--- config.mk ---
export PLATFORM = sky130hd
export DESIGN_NAME = dvi_timing_sched_flat
export DESIGN_NICKNAME = d
export VERILOG_FILES = /design/src/rtl/dvi_timing_sched_if.sv /design/src/rtl/dvi_timing_sched.sv /design/src/flat_wrapper.sv
export SDC_FILE = /design/constraint.sdc
export NUM_CORES = 1
export LEC_CHECK = 0
export ABC_AREA = 1
export BUFFER_PORTS_ARGS = -buffer_cell sky130_fd_sc_hd__buf_2
export CAP_MARGIN = 20
export CORE_UTILIZATION = 42
export CTS_CLUSTER_DIAMETER = 200
export DETAILED_ROUTE_END_ITERATION = 12
export SLEW_MARGIN = 10
export SYNTH_ARGS = -nofsm -noshare
export SYNTH_HDL_FRONTEND = slang
export SYNTH_SLANG_ARGS = --single-unit
export TNS_END_PERCENT = 30
--- constraint.sdc ---
create_clock -name pix_clk -period 5.6 [get_ports pix_clk]
set_input_delay 0.56 -clock pix_clk [delete_from_list [all_inputs] [get_ports pix_clk]]
set_output_delay 0.56 -clock pix_clk [all_outputs]
set_load 0.02 [all_outputs]
--- src/rtl/dvi_timing_sched_if.sv ---
`default_nettype none
// ============================================================================
// Module      : dvi_timing_sched_if
// Description : Pixel-source handshake between a pixel producer and the
//               DVI timing scheduler. A pixel transfers on every cycle where
//               src_valid && src_ready.
// Signals     : src_valid  producer has a pixel
//               src_data   24-bit pixel {R[23:16], G[15:8], B[7:0]}
//               src_ready  scheduler accepts a pixel this cycle
// Modports    : master (pixel producer), slave (scheduler)
// Revision    : 1.0 - initial release
// ============================================================================
interface dvi_timing_sched_if;
  logic        src_valid;
  logic [23:0] src_data;
  logic        src_ready;

  modport master (output src_valid, output src_data, input src_ready);
  modport slave  (input src_valid, input src_data, output src_ready);
endinterface
`default_nettype wire

--- src/rtl/dvi_timing_sched.sv ---
`default_nettype none
// ============================================================================
// Module      : dvi_timing_sched
// Description : DVI/VGA raster timing generator with a 4-entry pixel FIFO.
//               Walks an internal (hc, vc) position while running, pops one
//               pixel per active position and presents position, syncs, DE
//               and RGB to the TMDS encoders one cycle later. Run/stop
//               requests take effect only at frame boundaries.
// Ports       : pix_clk      pixel clock
//               rst          asynchronous active-high reset
//               en           run request, acted on at frame boundary
//               src          pixel source handshake (slave modport)
//               x, y         output pixel position (13 bits each)
//               de           draw-area enable
//               hsync, vsync active-high sync pulses
//               r, g, b      pixel components
//               frame_start  one-cycle pulse at output position (0,0)
//               underflow    sticky: an active pixel found the FIFO empty,
//                            cleared at the next frame_start
// Macro       : VIDEO_TEST_PATTERN_EN - underflowed active pixels show an
//               8-bar colour pattern instead of black.
// Revision    : 1.0 - initial release
// ============================================================================
module dvi_timing_sched #(
  parameter int H_ACTIVE = 640,
  parameter int H_FP     = 16,
  parameter int H_SYNC   = 96,
  parameter int H_BP     = 48,
  parameter int V_ACTIVE = 480,
  parameter int V_FP     = 10,
  parameter int V_SYNC   = 2,
  parameter int V_BP     = 33
) (
  input  logic                pix_clk,
  input  logic                rst,
  input  logic                en,
  dvi_timing_sched_if.slave   src,
  output logic [12:0]         x,
  output logic [12:0]         y,
  output logic                de,
  output logic                hsync,
  output logic                vsync,
  output logic [7:0]          r,
  output logic [7:0]          g,
  output logic [7:0]          b,
  output logic                frame_start,
  output logic                underflow
);

  localparam int          H_TOTAL  = H_ACTIVE + H_FP + H_SYNC + H_BP;
  localparam int          V_TOTAL  = V_ACTIVE + V_FP + V_SYNC + V_BP;
  localparam logic [12:0] H_ACT_C  = 13'(H_ACTIVE);
  localparam logic [12:0] V_ACT_C  = 13'(V_ACTIVE);
  localparam logic [12:0] H_LAST_C = 13'(H_TOTAL - 1);
  localparam logic [12:0] V_LAST_C = 13'(V_TOTAL - 1);
  localparam logic [12:0] HS_BEG_C = 13'(H_ACTIVE + H_FP);
  localparam logic [12:0] HS_END_C = 13'(H_ACTIVE + H_FP + H_SYNC);
  localparam logic [12:0] VS_BEG_C = 13'(V_ACTIVE + V_FP);
  localparam logic [12:0] VS_END_C = 13'(V_ACTIVE + V_FP + V_SYNC);
`ifdef VIDEO_TEST_PATTERN_EN
  // Eight equal-width bars across the active line; never divide by zero.
  localparam logic [12:0] BAR_W_C  = 13'((H_ACTIVE >= 8) ? (H_ACTIVE / 8) : 1);
`endif

  typedef enum logic [0:0] {
    ST_IDLE = 1'b0,
    ST_RUN  = 1'b1
  } state_t;

  state_t      state_q, state_d;
  logic [12:0] hc_q, hc_d;
  logic [12:0] vc_q, vc_d;

  logic [23:0] mem_q [4];
  logic [23:0] mem_d [4];
  logic [1:0]  wr_ptr_q, wr_ptr_d;
  logic [1:0]  rd_ptr_q, rd_ptr_d;
  logic [2:0]  count_q, count_d;

  logic [12:0] x_q, x_d;
  logic [12:0] y_q, y_d;
  logic        de_q, de_d;
  logic        hsync_q, hsync_d;
  logic        vsync_q, vsync_d;
  logic [23:0] rgb_q, rgb_d;
  logic        frame_start_q, frame_start_d;
  logic        underflow_q, underflow_d;

  logic        run;
  logic        active;
  logic        empty;
  logic        full;
  logic        ready;
  logic        push;
  logic        pop;
  logic        last_pixel;
`ifdef VIDEO_TEST_PATTERN_EN
  logic [12:0] bar;
`endif

  always_comb begin
    run        = (state_q == ST_RUN);
    active     = run && (hc_q < H_ACT_C) && (vc_q < V_ACT_C);
    empty      = (count_q == 3'd0);
    full       = (count_q == 3'd4);
    // Held low while in reset so every output reads 0 during rst.
    ready      = !full && !rst;
    push       = src.src_valid && ready;
    // Occupancy before this cycle's push decides the pop, so an empty FIFO
    // never forwards a same-cycle push straight to the output.
    pop        = active && !empty;
    last_pixel = (hc_q == H_LAST_C) && (vc_q == V_LAST_C);
`ifdef VIDEO_TEST_PATTERN_EN
    bar        = hc_q / BAR_W_C;
`endif
  end

  assign src.src_ready = ready;

  // Raster walk and run/stop control.
  always_comb begin
    state_d = state_q;
    hc_d    = hc_q;
    vc_d    = vc_q;
    case (state_q)
      ST_IDLE: begin
        hc_d = 13'd0;
        vc_d = 13'd0;
        if (en) begin
          state_d = ST_RUN;
        end
      end
      ST_RUN: begin
        if (last_pixel) begin
          hc_d = 13'd0;
          vc_d = 13'd0;
          if (!en) begin
            state_d = ST_IDLE;
          end
        end else if (hc_q == H_LAST_C) begin
          hc_d = 13'd0;
          vc_d = vc_q + 13'd1;
        end else begin
          hc_d = hc_q + 13'd1;
        end
      end
      default: begin
        state_d = ST_IDLE;
        hc_d    = 13'd0;
        vc_d    = 13'd0;
      end
    endcase
  end

  // Pixel FIFO.
  always_comb begin
    mem_d    = mem_q;
    wr_ptr_d = wr_ptr_q;
    rd_ptr_d = rd_ptr_q;
    count_d  = count_q;
    if (push) begin
      mem_d[wr_ptr_q] = src.src_data;
      wr_ptr_d        = wr_ptr_q + 2'd1;
    end
    if (pop) begin
      rd_ptr_d = rd_ptr_q + 2'd1;
    end
    case ({push, pop})
      2'b10:   count_d = count_q + 3'd1;
      2'b01:   count_d = count_q - 3'd1;
      default: count_d = count_q;
    endcase
  end

  // Output stage: everything is registered from the same internal position
  // so all outputs stay mutually aligned.
  always_comb begin
    x_d           = hc_q;
    y_d           = vc_q;
    de_d          = active;
    hsync_d       = run && (hc_q >= HS_BEG_C) && (hc_q < HS_END_C);
    vsync_d       = run && (vc_q >= VS_BEG_C) && (vc_q < VS_END_C);
    frame_start_d = run && (hc_q == 13'd0) && (vc_q == 13'd0);
    rgb_d         = 24'h000000;
    if (active) begin
      if (!empty) begin
        rgb_d = mem_q[rd_ptr_q];
      end else begin
`ifdef VIDEO_TEST_PATTERN_EN
        case (bar)
          13'd0:   rgb_d = 24'hFFFFFF;
          13'd1:   rgb_d = 24'hFFFF00;
          13'd2:   rgb_d = 24'h00FFFF;
          13'd3:   rgb_d = 24'h00FF00;
          13'd4:   rgb_d = 24'hFF00FF;
          13'd5:   rgb_d = 24'hFF0000;
          13'd6:   rgb_d = 24'h0000FF;
          default: rgb_d = 24'h000000;
        endcase
`else
        rgb_d = 24'h000000;
`endif
      end
    end
    // A new underflow outranks the frame-start clear.
    underflow_d = (active && empty) || (underflow_q && !frame_start_d);
  end

  always_ff @(posedge pix_clk or posedge rst) begin
    if (rst) begin
      state_q       <= ST_IDLE;
      hc_q          <= 13'd0;
      vc_q          <= 13'd0;
      for (int i = 0; i < 4; i++) begin
        mem_q[i] <= 24'h000000;
      end
      wr_ptr_q      <= 2'd0;
      rd_ptr_q      <= 2'd0;
      count_q       <= 3'd0;
      x_q           <= 13'd0;
      y_q           <= 13'd0;
      de_q          <= 1'b0;
      hsync_q       <= 1'b0;
      vsync_q       <= 1'b0;
      rgb_q         <= 24'h000000;
      frame_start_q <= 1'b0;
      underflow_q   <= 1'b0;
    end else begin
      state_q       <= state_d;
      hc_q          <= hc_d;
      vc_q          <= vc_d;
      mem_q         <= mem_d;
      wr_ptr_q      <= wr_ptr_d;
      rd_ptr_q      <= rd_ptr_d;
      count_q       <= count_d;
      x_q           <= x_d;
      y_q           <= y_d;
      de_q          <= de_d;
      hsync_q       <= hsync_d;
      vsync_q       <= vsync_d;
      rgb_q         <= rgb_d;
      frame_start_q <= frame_start_d;
      underflow_q   <= underflow_d;
    end
  end

  assign x           = x_q;
  assign y           = y_q;
  assign de          = de_q;
  assign hsync       = hsync_q;
  assign vsync       = vsync_q;
  assign r           = rgb_q[23:16];
  assign g           = rgb_q[15:8];
  assign b           = rgb_q[7:0];
  assign frame_start = frame_start_q;
  assign underflow   = underflow_q;

endmodule
`default_nettype wire
--- src/flat_wrapper.sv ---
// flat-port wrapper written by rule: the top's interface ports become plain ports
module dvi_timing_sched_flat 
#(
  parameter int H_ACTIVE = 640,
  parameter int H_FP     = 16,
  parameter int H_SYNC   = 96,
  parameter int H_BP     = 48,
  parameter int V_ACTIVE = 480,
  parameter int V_FP     = 10,
  parameter int V_SYNC   = 2,
  parameter int V_BP     = 33
)
  (pix_clk, rst, en, x, y, de, hsync, vsync, r, g, b, frame_start, underflow, src_src_valid, src_src_data, src_src_ready);
  dvi_timing_sched_if src_i ();
  input  logic pix_clk;
  input  logic rst;
  input  logic en;
  output logic [12:0] x;
  output logic [12:0] y;
  output logic de;
  output logic hsync;
  output logic vsync;
  output logic [7:0] r;
  output logic [7:0] g;
  output logic [7:0] b;
  output logic frame_start;
  output logic underflow;
  input wire logic [$bits(src_i.src_valid)-1:0] src_src_valid;
  input wire logic [$bits(src_i.src_data)-1:0] src_src_data;
  output wire logic [$bits(src_i.src_ready)-1:0] src_src_ready;
  assign src_i.src_valid = src_src_valid;
  assign src_i.src_data = src_src_data;
  assign src_src_ready = src_i.src_ready;
  dvi_timing_sched #(.H_ACTIVE(H_ACTIVE), .H_FP(H_FP), .H_SYNC(H_SYNC), .H_BP(H_BP), .V_ACTIVE(V_ACTIVE), .V_FP(V_FP), .V_SYNC(V_SYNC), .V_BP(V_BP)) u_core (.pix_clk(pix_clk), .rst(rst), .en(en), .src(src_i), .x(x), .y(y), .de(de), .hsync(hsync), .vsync(vsync), .r(r), .g(g), .b(b), .frame_start(frame_start), .underflow(underflow));
endmodule
=== Yosys cells after proc, flatten, opt, wreduce, memory -nomap -nowiden ===
Cells that the tools add are included.
W data, S select, Z words.

* Add/sub/neg operators: 6
* Magnitude comparators: 9
* Equal/unequal tests: 6
* Multiplexer cells: 18
* Bitwise gates (word level): 3
* Reductions and logical operators: 24

{| class="wikitable"
|+ Operators with widths
! cell !! count
|-
| $mux W24 || 5
|-
| $bwmux W96 || 1
|-
| $mux W13 || 4
|-
| $pmux W13 S2 || 2
|-
| $bmux W24 S2 || 1
|-
| $demux W24 S2 || 1
|-
| $add A13 B1 Y13 const B || 2
|-
| $eq A13 B10 Y1 const B || 2
|-
| $logic_not A13 Y1 || 2
|-
| $lt A13 B10 Y1 const B || 2
|-
| $lt A13 B9 Y1 const B || 2
|-
| $logic_and A1 B1 Y1 || 15
|-
| $ge A13 B10 Y1 const B || 1
|-
| $ge A13 B9 Y1 const B || 1
|-
| $ge A3 B3 Y1 const B || 2
|-
| $not A2 Y3 || 2
|-
| $pmux W3 S2 || 1
|-
| $add A2 B1 Y2 const B || 2
|-
| $logic_not A1 Y1 || 4
|-
| $add A3 B1 Y3 const B || 1
|-
| $eq A3 B3 Y1 const B || 1
|-
| $logic_not A3 Y1 || 1
|-
| $lt A3 B1 Y1 const B || 1
|-
| $ne A3 B3 Y1 const B || 1
|-
| other kinds (8) || 9
|}

* Register bits after elaboration: 185
* Input bits: 28
* Output and inout bits: 56

=== Logic depth before layout (Yosys ltp) ===
Gate-level depths: netlist of run 1.

* Depth after elaboration: 6
* Gate-level depth with buffers: 11
* Mapped depth without buffers: 11

=== Least setup slack after synthesis of run 1 ===
Ideal clock, no wire load.

* Path kind: register -> register
* Start point: register u_core.count_q[0]
* End point: register u_core.count_q[2]
* Library setup time: 0.125 ns
* Arrival: 1.982 ns
* Required time: 5.475 ns
* Setup slack: 3.493 ns
* Stages on the path, launching flop included: 12
* Path buffers: 2
* Clock period less this slack: 2.107 ns
* Cell sequence: dfrtp_1 inv_2 a31oi_4 nand2_2 buf_6 buf_2 ha_1 inv_1 fa_1 a21oi_1 o21ai_0 xnor2_1

* Word-level cells in the longest chain between the ends: 6
* Elaborated cells between the ends (all ways): 13

{| class="wikitable"
|+ Ends and longest elaborated chain
! what !! line !! RTL
|-
| from (decl) || dvi_timing_sched.sv:78 || <nowiki>logic [2:0] count_q, count_d;</nowiki>
|-
| from (signal assigned) || dvi_timing_sched.sv:235 || <nowiki>count_q <= count_d;</nowiki>
|-
| $eq A3 B3 Y1 * || dvi_timing_sched.sv:105 || <nowiki>full = (count_q == 3'd4);</nowiki>
|-
| $logic_not A1 Y1 * || dvi_timing_sched.sv:107 || <nowiki>ready = !full && !rst;</nowiki>
|-
| $logic_and A1 B1 Y1 * || dvi_timing_sched.sv:107 ||
|-
| via src_src_ready || flat_wrapper.sv:30 || <nowiki>output wire logic [$bits(src_i.src_ready)-1:0] src_src_ready;</nowiki>
|-
| $logic_and A1 B1 Y1 * || dvi_timing_sched.sv:108 || <nowiki>push = src.src_valid && ready;</nowiki>
|-
| $eq A2 B1 Y1 or $eq A2 B2 Y1 (tied branches) || dvi_timing_sched.sv:168 || <nowiki>case ({push, pop})</nowiki>
|-
| $pmux W3 S2 or $reduce_bool A2 Y1 (tied branches) || n/a ||
|}

Mark *: on every way through the listed nets, which the timed path passes. The rest lies on a longest branch.
A chain may end at the register's enable or synchronous reset.

=== Worst setup path in the final report of run 1 ===
* Start point: register u_core.hc_q[0]
* End point: register u_core.vc_q[12]

* Word-level cells in the longest chain between the ends: 4
* Elaborated cells between the ends (all ways): 5

{| class="wikitable"
|+ Ends and longest elaborated chain
! what !! line !! RTL
|-
| from (decl) || dvi_timing_sched.sv:71 || <nowiki>logic [12:0] hc_q, hc_d;</nowiki>
|-
| from (signal assigned) || dvi_timing_sched.sv:212 || <nowiki>hc_q <= 13'd0;</nowiki>
|-
| from (signal assigned) || dvi_timing_sched.sv:230 || <nowiki>hc_q <= hc_d;</nowiki>
|-
| $eq A13 B10 Y1 * || dvi_timing_sched.sv:112, dvi_timing_sched.sv:140 ||
|-
| $logic_and A1 B1 Y1 || dvi_timing_sched.sv:112 || <nowiki>last_pixel = (hc_q == H_LAST_C) && (vc_q == V_LAST_C);</nowiki>
|-
| $mux W13 || dvi_timing_sched.sv:134 || <nowiki>if (last_pixel) begin</nowiki>
|-
| $pmux W13 S2 || dvi_timing_sched.sv:125 || <nowiki>case (state_q)</nowiki>
|-
| to (signal assigned) || dvi_timing_sched.sv:231 || <nowiki>vc_q <= vc_d;</nowiki>
|-
| to (decl) || dvi_timing_sched.sv:72 || <nowiki>logic [12:0] vc_q, vc_d;</nowiki>
|}

Every way passes the cells marked *; elsewhere a longest branch is shown, timed or not.

==> results.yml, run 1 <==
critical_path:
  slowest_stage: "nand2_1"
  max_stage_delay_ns: 0.55
  critPathKind: "flip-flop to flip-flop"
  worst-r2r-cell-count: 7
  cp_top_family: "simple AND/OR/NAND/NOR gates"
  r2r_slack_ns: 3.23
  startpoint: "u_core.hc_q[0]$_DFF_PP0_"
  path_cells: "ha_1, nand3_1, nor2_1, nand3_1, nand2_1, inv_1, o21ai_0"
  critical_path.max_fanout: 20
  crit_path_frequent_cell: "nand3_1"
  reg2reg_to: "u_core.vc_q[12]$_DFFE_PP0P_"
  end_kind: "flip-flop"
  required_ns: 5.93
  critPathLaunchType: "flip-flop"
  cp-endpoint: "u_core.vc_q[12]$_DFFE_PP0P_"
  cp_data_arrival_time_ns: 2.70
  path_depth: 7
  r2r-start: "u_core.hc_q[0]$_DFF_PP0_"
  crit_buf_inv: 1
route:
  drt-total-wl_mm: 17.4
  route.vias.total: 5993
  wl_met2_mm: 8.30
  dr_wl_met3_um: 759
  vias_per_cell: 4.92
  wl_met1_mm: 8.18
  route.detailed.drc: 0
  drtPass1Iterations: 5
  top_layer: "met5"
  wl_per_cell_um: 14.3
  drt_iter0_drc: 279
  ant_nets: 0
cts:
  clock_path_buffers: 2
  cts_tree: "built"
  cts_made_buffers: 17
  h-tree-depth: 4
  cts_setup_buffers: 0
  clk_latency_ns: 0.42
  cts_hold_buf: 0
  clock-root-buffer: "clkbuf_16"
  clk_pin_slew_ns: 0.07
  clock-sinks: 185
  cts_resized: 0
cells_and_area:
  final_cells: 1218
  mostFrequentLayoutCells: "nand2_1 (221), dfrtp_1 (185), o21ai_0 (137)"
  nets: 1008
  layout.cells.most_common: "nand2_1"
  fillerInstances: 1838
  area_growth_pct: 14.2
  layout-drive-gt1-share_pct: 15.2
power:
  combPwrFrac_pct: 32.9
  p_int_mw: 3.07
  switchingPower_mw: 1.77
  p_leak_nw: 4.53
  clkPwrFrac_pct: 25.1
  peakVddDrop_v: 0.000230
  power_density_mw_per_mm2: 527
  p_total_mw: 4.84
  power_frac_seq_pct: 42.0
  sw_frac_of_total_pct: 36.6
logic_synthesis:
  yosysTopAreaCellShare_pct: 57.6
  syn_avg_cell_area_um2: 8.87
  syn_area_mm2: 0.00804
  synthTopCellsByArea: "dfrtp_1 (58%), nand2_1 (10%), o21ai_0 (8.5%), a21oi_1 (4.8%), inv_1 (4.3%)"
  synth.largest_area_cell: "dfrtp_1"
  yosysWarnings: 0
  synth_nets: 945
  synthCells: 907
  yosysSeqAreaShare_pct: 57.6
  ys_ff_latch: 185
  synth_cell_types: 32
timing:
  drv_slew: 0
  hold_violations: 0
  relSlewSlack_pct: 37.3
  max_freq_mhz: 422
  final.min_clock_period_ns: 2.37
  finalSetupViolCount: 0
  rsz0062_at_grt: "false"
  clock_skew_ns: 0.00740
  period_share_pct: 42.3
  fin_tns_setup_ns: 0
  tightest_slew_ns: 0.939
hold_path:
  hp-class: "input port to flip-flop"
global_routing:
  grt_pass1_vias: 5712
  grt.overflow.total: 0
  grt_pass1_wl_mm: 29.2
  antenna_found_initial: 3
  track_usage_pct: 19.0
  grt_max_degree: 135
run:
  max-cap-violations: 0
floorplanning:
  num_io_pins: 84
  die_x_um: 140
  coreArea_mm2: 0.0188
  std_cell_rows: 50
  start_util_pct: 42.9
  die_h_um: 140
  dieArea_mm2: 0.0197
placement:
  gp_congestion: 0.879
  dp.cells: 1184
  dp_hpwl_mm: 10.5
  io_buffers: 83
run_status:
  status: "completed"
## synth_stat cells
| cell type | count |
|---|---|
| nor4_1 | 1 |
| clkbuf_1 | 20 |
| nor2_2 | 1 |
| a21oi_1 | 77 |
| xnor2_1 | 2 |
| o21ai_2 | 16 |
| nand3b_1 | 1 |
| nor3_1 | 9 |
| inv_1 | 92 |
| or2_1 | 1 |
| o211ai_1 | 3 |
| buf_1 | 3 |
| nand2_1 | 221 |
| nand3_1 | 28 |
| dfrtp_1 | 185 |
| ha_1 | 9 |
| fa_1 | 1 |
| nand2_2 | 1 |
| buf_6 | 4 |
| nor3b_1 | 1 |
| nor2_1 | 52 |
| a22oi_1 | 1 |
| inv_2 | 3 |
| a31oi_1 | 1 |
| a31oi_4 | 1 |
| o21ai_0 | 137 |
| nand4_1 | 6 |
| xor2_1 | 6 |
| nor2_4 | 5 |
| buf_2 | 12 |
| buf_4 | 6 |
| and2_1 | 1 |
## worst register-to-register path, stage by stage (launching register included)
cell and delay (ns):
dfrtp_1 0.43, ha_1 0.21, nand3_1 0.16, nor2_1 0.12, nand3_1 0.13, nand2_1 0.55
inv_1 0.40, o21ai_0 0.27
## layer usage
| layer | global-route usage [%] | up-vias |
|---|---|---|
| met2 | 30.0 | 117 |
| met1 | 25.8 | 2807 |
| met5 | 0 | - |
| li1 | - | 3050 |
| met3 | 5.03 | 17 |
| met4 | 5.32 | 2 |
## state kept, by name, summed over array words and instances, names as in the netlist, 2 cells and up
signal and flops:
u_core.x 13, u_core.mem_q 96, u_core.rgb_q 24, u_core.wr_ptr_q 2
u_core.hc_q 13, u_core.count_q 3, u_core.rd_ptr_q 2, u_core.y 13
u_core.vc_q 13
## stage by stage
step | hold WS, ns | area, um^2 | setup WS [ns] | util (%)
finish | 0.320 | 9180 | 3.23 | 48.9
global placement | 0.376 | 8560 | 3.06 | 45.6
detailed placement | 0.369 | 8560 | 2.98 | 45.6
floorplan | 0.349 | 8040 | 0.0113 | -
CTS | 0.305 | 9160 | 3.19 | 48.8
global route | 0.308 | 9180 | 2.86 | 48.9
## power groups by stage
stage	combinational, mW	clock, mW	sequential (mW)
2_1_floorplan	1.05	0	2.17
3_3_place_gp	1.58	0	2.05
3_5_place_dp	1.61	0	2.06
4_1_cts	1.61	1.25	2.04
5_1_grt	1.82	1.31	2.09
6_report	1.59	1.22	2.04
## worst min path at each step
stage	from	endpoint	slack, ns	cells past startpoint
after CTS	en	u_core.run$_DFF_PP0_	0.30	2
after global routing	en	u_core.run$_DFF_PP0_	0.31	2
after floorplan	u_core.vc_q[3]$_DFFE_PP0P_	u_core.y[3]$_DFF_PP0_	0.35	0
after detailed placement	u_core.hc_q[12]$_DFF_PP0_	u_core.x[12]$_DFF_PP0_	0.37	0
final	en	u_core.run$_DFF_PP0_	0.32	2
after global placement	u_core.hc_q[11]$_DFF_PP0_	u_core.x[11]$_DFF_PP0_	0.38	0
## layout make-up
type / count / area (um^2) / area share [%]
clock inverter: 15 / 174 / 1.89
timing repair buffer: 89 / 473 / 5.15
antenna: 1 / 2.50 / 0.0273
sequential: 185 / 4630 / 50.4
clock buffer: 17 / 425 / 4.63
tap: 234 / 293 / 3.19
inverter: 95 / 364 / 3.97
multi-input combinational: 582 / 2820 / 30.7
## logic make-up after synthesis
logic type | share of synthesized area, %
xor+xnor | 0.871
simple gates | 16.8
buf+inv | 7.37
compound gates | 15.8
flops | 57.6
fa+ha+maj | 1.65
No activity file was read; power rests on OpenSTA's default activity.
==> run 2, diff against run 1 <==
--- a/config.mk
+++ b/config.mk
@@ -5,7 +5,7 @@
 export SDC_FILE = /design/constraint.sdc
 export NUM_CORES = 1
 export LEC_CHECK = 0
-export ABC_AREA = 1
+export ABC_AREA = 0
 export BUFFER_PORTS_ARGS = -buffer_cell sky130_fd_sc_hd__buf_2
 export CAP_MARGIN = 20
 export CORE_UTILIZATION = 42
==> constraint.sdc (replaced) <==
create_clock -name pix_clk -period 2.3 [get_ports pix_clk]
set_input_delay 0.23 -clock pix_clk [delete_from_list [all_inputs] [get_ports pix_clk]]
set_output_delay 0.23 -clock pix_clk [all_outputs]
set_load 0.02 [all_outputs]
==> run 2 against run 1 <==
Against the previous run:
- the run now ends with setup timing left
- flip-flop and latch count did not move
- design area increased by 0.44%
- sequential power increased by 140%
- global-route usage decreased by 0.63 points
- synthesized cell count shrank 42%
- area after synthesis down 6.0%
- register-to-register slack worse by 3.3 ns
- cell count down 27%
- count of clock-buffer cells in the layout increased by 9
- die area fell by 5.9%
==> results.yml, run 2 <==
run_status:
  violations: "setup timing"
  status: "finished, violations left"
critical_path:
  worst-r2r-cell-count: 10
  cp-endpoint: "u_core.count_q[2]$_DFFE_PP0P_"
  r2r-start: "u_core.hc_q[10]$_DFF_PP0_"
  end_kind: "flip-flop"
  reg2reg_to: "u_core.count_q[2]$_DFFE_PP0P_"
  max_stage_delay_ns: 0.39
  critPathLaunchType: "flip-flop"
  critPathKind: "flip-flop to flip-flop"
  path_cells: "or3_4, nand4b_1, or3_4, inv_4, ha_4, inv_2, fa_2, xor2_1, nor2_1, xor2_1"
  critical_path.max_fanout: 2
  cp_data_arrival_time_ns: 2.71
  startpoint: "u_core.hc_q[10]$_DFF_PP0_"
  required_ns: 2.65
  r2r_slack_ns: -0.07
  slowest_stage: "or3_4"
cts:
  clock_path_buffers: 2
  clk_latency_ns: 0.43
  cts_tree: "built"
  clk_pin_slew_ns: 0.07
  cts_made_buffers: 17
  clock-sinks: 185
  clock-root-buffer: "clkbuf_16"
  h-tree-depth: 4
floorplanning:
  std_cell_rows: 48
  start_util_pct: 43.4
  coreArea_mm2: 0.0174
  dieArea_mm2: 0.0186
  num_io_pins: 84
  die_x_um: 136
  die_h_um: 136
logic_synthesis:
  ys.flop_type: "dfrtp_1"
  synth_mux_area_share_pct: 21.6
  yosysTopAreaCellShare_pct: 61.2
  synth_nets: 560
  synth_top_family_by_area: "multiplexers"
  synth_cell_types: 40
  yosysSeqAreaShare_pct: 61.2
  syn_avg_cell_area_um2: 14.5
  synthTopCellsByCount: "dfrtp_1 (185), mux2_2 (96), nor2b_1 (26)"
  synth.most_common_cell: "dfrtp_1"
  synth_compound_area_share_pct: 2.60
  syn_area_mm2: 0.00756
  synthTopCellsByArea: "dfrtp_1 (61%), mux2_2 (14%), mux4_2 (7.1%), nor2b_1 (2.2%), ha_1 (1.5%)"
  yosys.area_share.simple_pct: 8.80
  ys_ff_latch: 185
  synth_edf_count: 0
  synth.largest_area_cell: "dfrtp_1"
  synthArstFlopShare_pct: 100
  synthCells: 522
  yosys.area_share.adder_pct: 1.75
  yosysWarnings: 0
  synthXorXnorAreaFrac_pct: 1.97
timing:
  clock_skew_ns: 0.0102
  max_freq_mhz: 422
  finalSetupViolCount: 1
  drv_slew: 0
  rsz0062_at_grt: "true"
  tightest_slew_ns: 0.511
  setup_slack_ns: -0.0682
  hold_violations: 0
  period_share_pct: 103
  final.min_clock_period_ns: 2.37
  relSlewSlack_pct: 65.6
route:
  vias_per_cell: 5.17
  route.vias.total: 4600
  wl_per_cell_um: 17.2
  ant_nets: 0
  wl_met2_mm: 7.81
  wl_met1_mm: 6.77
  top_layer: "met4"
  dr_wl_met3_um: 518
  drt_iter0_drc: 171
  drt-total-wl_mm: 15.3
  drtPass1Iterations: 4
  route.detailed.drc: 0
cells_and_area:
  final_cells: 890
  regMostFlops: "u_core.mem_q"
  layout.cells.most_common: "dfrtp_1"
  mostFrequentLayoutCells: "dfrtp_1 (184), mux2_2 (96), buf_2 (83)"
  largestRegisters: "u_core.mem_q: 96 flops, u_core.rgb_q: 24 flops"
  area_growth_pct: 21.9
  final_area_mm2: 0.00922
  layout-drive-gt1-share_pct: 44.3
  largest_reg_flops: 96
  nets: 689
  final_util_pct: 53.0
global_routing:
  grt.overflow.total: 0
  grt_pass1_vias: 4952
  grt_pass1_wl_mm: 25.4
  antenna_found_initial: 1
  grt_max_degree: 49
  track_usage_pct: 18.4
placement:
  dp.cells: 854
  dp_hpwl_mm: 10.1
  gp_congestion: 0.795
  place_area_mm2: 0.00858
  io_buffers: 83
  place_worst_setup_slack_ns: -0.150
power:
  p_leak_nw: 4.27
  switchingPower_mw: 3.11
  power_density_mw_per_mm2: 1220
  p_total_mw: 11.3
  p_int_mw: 8.15
  power_frac_seq_pct: 44.1
  clkPwrFrac_pct: 26.2
  sw_frac_of_total_pct: 27.6
  combPwrFrac_pct: 29.8
  peakVddDrop_v: 0.000675
run:
  max-cap-violations: 0
hold_path:
  hp-class: "input port to flip-flop"
-- run 2: cell families after synthesis --
group,after synthesis
flops,185
fa+ha+maj,10
mux,121
xor+xnor,17
simple gates,119
buf+inv,39
compound gates,31
-- run 2: metal layers --
metal / vias to the layer above / GRT usage [%]
met5: - / 0
li1: 2122 / -
met1: 2377 / 22.7
met4: 0 / 6.85
met3: 18 / 4.62
met2: 83 / 31.0
-- run 2: area by class of cell --
type / instances / area (um^2)
Fill cell: 1512 / 8190
Clock inverter: 6 / 85.1
Sequential cell: 185 / 4630
Multi-Input combinational cell: 298 / 2810
Inverter: 17 / 70.1
Timing Repair Buffer: 132 / 826
Clock buffer: 26 / 519
Tap cell: 225 / 282
Antenna cell: 1 / 2.50
-- run 2: worst max-delay path: cells and delay by family, from the launching register on --
kind / cells / cell delay [ns]
buffers and inverters: 2 / 0.09
XOR/XNOR: 2 / 0.31
AND/OR/NAND/NOR: 4 / 1.07
flip-flops: 1 / 0.38
adder cells (fa/ha/maj): 2 / 0.44
-- run 2: worst min path at each step --
stage          slack (ns)             from                       endpoint  cells after the start
6_report             0.07  src_src_data[0]   u_core.mem_q[72]$_DFFE_PP0P_                      2
5_1_grt              0.06  src_src_data[0]   u_core.mem_q[48]$_DFFE_PP0P_                      2
4_1_cts              0.06  src_src_data[0]   u_core.mem_q[72]$_DFFE_PP0P_                      2
3_5_place_dp         0.28              rst  u_core.count_q[0]$_DFFE_PP0P_                      2
3_3_place_gp         0.27              rst  u_core.count_q[0]$_DFFE_PP0P_                      2
2_1_floorplan        0.34               en           u_core.run$_DFF_PP0_                      1
-- run 2: what timing repair did --
item | CTS | global route
setup endpoints to repair | 2 | 6
gates cloned | 0 | 0
pin swaps | 4 | 1
hold buffers | 2 | 0
hold endpoints to repair | 15 | 0
buffers inserted | 1 | 0
gates resized for setup | 1 | 2
-- run 2: power by group through the flow --
stage	combinational (mW)	clock, mW	sequential [mW]
finish	3.35	2.95	4.96
global route	3.67	3.18	5.11
CTS	3.43	3.03	4.97
detailed placement	3.41	0	5.03
global placement	3.30	0	4.96
floorplan	2.45	0	5.05
-- run 2: per-stage QoR --
step | hold slack [ns] | TNS, ns
after global placement | 0.273 | -0.113
after global routing | 0.0607 | -0.273
after floorplan | 0.338 | -57.73
after detailed placement | 0.283 | -0.171
after CTS | 0.0619 | -0.0744
final | 0.0724 | -0.0682
==> run 3, diff against run 2 <==
==> constraint.sdc (replaced) <==
create_clock -name pix_clk -period 2.9 [get_ports pix_clk]
set_input_delay 0.29 -clock pix_clk [delete_from_list [all_inputs] [get_ports pix_clk]]
set_output_delay 0.29 -clock pix_clk [all_outputs]
set_load 0.02 [all_outputs]
==> run 3 against run 2 <==
Against the previous run:
- the run now ends clean
- count of clock-buffer cells in the layout shrank 7
- worst hold slack improved by 0.0089 ns
- critical path depth did not move
- die area is the same
- first-iteration DRC count up 46%
- critical endpoint unchanged
- largest power group unchanged
==> results.yml, run 3 (synthesis gave the netlist of run 2 again) <==
cts:
  clk_pin_slew_ns: 0.07
  h-tree-depth: 4
  clk_latency_ns: 0.43
  cts_made_buffers: 17
  cts_resized: 0
  clock-sinks: 185
  cts_setup_buffers: 0
  clock-root-buffer: "clkbuf_16"
  clock_path_buffers: 2
  cts_tree: "built"
cells_and_area:
  layout-drive-gt1-share_pct: 40.3
  final_cells: 853
  diodes: 0
  nets: 653
  area_growth_pct: 18.1
  largest_reg_flops: 96
  layout.cells.most_common: "dfrtp_1"
  mostFrequentLayoutCells: "dfrtp_1 (184), mux2_2 (96), buf_2 (83)"
  largestRegisters: "u_core.mem_q: 96 flops, u_core.rgb_q: 24 flops"
  multiInputGateArea_mm2: 0.00278
  regMostFlops: "u_core.mem_q"
  regArea_mm2: 0.00463
  fillerInstances: 1538
timing:
  clock_skew_ns: 0.0192
  finalSetupViolCount: 0
  tightest_slew_ns: 0.663
  period_share_pct: 91.2
  max_freq_mhz: 378
  fin_tns_setup_ns: 0
  relSlewSlack_pct: 55.7
  rsz0062_at_grt: "false"
  drv_slew: 0
  hold_violations: 0
  final.min_clock_period_ns: 2.64
placement:
  dp.cells: 820
  gp_congestion: 0.836
  io_buffers: 83
  dp_hpwl_mm: 9.95
critical_path:
  slowest_stage: "or3_1"
  critical_path.max_fanout: 5
  startpoint: "u_core.hc_q[11]$_DFF_PP0_"
  reg2reg_to: "u_core.count_q[2]$_DFFE_PP0P_"
  crit_buf_inv: 2
  cp_top_family: "simple AND/OR/NAND/NOR gates"
  cp_data_arrival_time_ns: 2.99
  max_stage_delay_ns: 0.44
  r2r_slack_ns: 0.26
  critPathLaunchType: "flip-flop"
  r2r-start: "u_core.hc_q[11]$_DFF_PP0_"
  required_ns: 3.25
  worst-r2r-cell-count: 10
  critPathKind: "flip-flop to flip-flop"
  end_kind: "flip-flop"
  cp-endpoint: "u_core.count_q[2]$_DFFE_PP0P_"
  path_depth: 10
  path_cells: "or3_1, nand4b_1, or3_1, inv_1, ha_1, inv_1, fa_1, xor2_1, nor2_1, xor2_1"
global_routing:
  grt_pass1_wl_mm: 25.3
  track_usage_pct: 18.3
  grt.overflow.total: 0
  grt_max_degree: 76
  antenna_found_initial: 0
  grt_pass1_vias: 4784
floorplanning:
  num_io_pins: 84
  coreArea_mm2: 0.0174
  die_x_um: 136
  dieArea_mm2: 0.0186
  start_util_pct: 43.4
  std_cell_rows: 48
  die_h_um: 136
route:
  wl_per_cell_um: 18.1
  drt_iter0_drc: 250
  wl_met2_mm: 7.76
  dr_wl_met3_um: 512
  ant_nets: 0
  route.vias.total: 4514
  route.detailed.drc: 0
  vias_per_cell: 5.29
  wl_met1_mm: 6.93
  drtPass1Iterations: 4
  top_layer: "met4"
  drt-total-wl_mm: 15.5
hold_path:
  hp-class: "input port to flip-flop"
power:
  peakVddDrop_v: 0.000602
  p_leak_nw: 4.11
  power_density_mw_per_mm2: 1000
run:
  max-cap-violations: 0
run_status:
  status: "completed"
==> run 3: per-stage QoR <==
step / cell area, um^2 / hold slack, ns / setup WS (ns) / utilization, % / power, mW
CTS: 8930 / 0.0711 / 0.227 / 51.3 / 9.07
global placement: 8310 / 0.403 / 0.292 / 47.7 / 6.49
floorplan: 7570 / 0.355 / 0.0586 / - / 5.90
detailed placement: 8310 / 0.412 / 0.256 / 47.7 / 6.66
finish: 8930 / 0.0813 / 0.256 / 51.3 / 8.95
global route: 8930 / 0.0878 / 0.0540 / 51.3 / 9.48
==> run 3: worst reg2reg max path, stage by stage, from the launching register on <==
cell and delay, ns:
dfrtp_1 0.43, or3_1 0.44, nand4b_1 0.24, or3_1 0.37, inv_1 0.07, ha_1 0.18, inv_1 0.06, fa_1 0.37
xor2_1 0.15, nor2_1 0.11, xor2_1 0.16
==> run 3: worst min-delay path by stage <==
stage | to | depth (start not counted) | from
2_1_floorplan | u_core.x[4]$_DFF_PP0_ | 0 | u_core.hc_q[4]$_DFF_PP0_
3_3_place_gp | u_core.y[12]$_DFF_PP0_ | 0 | u_core.vc_q[12]$_DFFE_PP0P_
3_5_place_dp | u_core.y[12]$_DFF_PP0_ | 0 | u_core.vc_q[12]$_DFFE_PP0P_
4_1_cts | u_core.run$_DFF_PP0_ | 2 | en
5_1_grt | u_core.run$_DFF_PP0_ | 2 | en
6_report | u_core.run$_DFF_PP0_ | 2 | en
==> run 3: where the power goes <==
group | total, mW | leakage [nW] | internal [mW] | switching, mW
Combinational | 2.61 | 1.50 | 1.53 | 1.09
Sequential | 3.95 | 2.31 | 3.49 | 0.466
Clock | 2.38 | 0.295 | 1.39 | 0.994
Total | 8.95 | 4.11 | 6.40 | 2.55
==> run 3: area by class of cell <==
cell class | instances | share of cell area [%]
sequential | 185 | 51.8
multi-input combinational | 298 | 31.1
timing repair buffer | 96 | 6.33
clock buffer | 19 | 4.96
tap | 225 | 3.15
clock inverter | 13 | 1.90
inverter | 17 | 0.756
==> run 3: repair_timing <==
action | in CTS | in global routing
endpoints found under the setup margin | 0 | 0
hold endpoints to repair | 26 | 0
hold buffers | 1 | 0
==> run 3: layer usage <==
layer	vias to the layer above	global-route usage, %
li1	2045	-
met1	2363	23.8
met2	87	29.9
met3	19	3.80
met4	0	7.41
met5	-	0
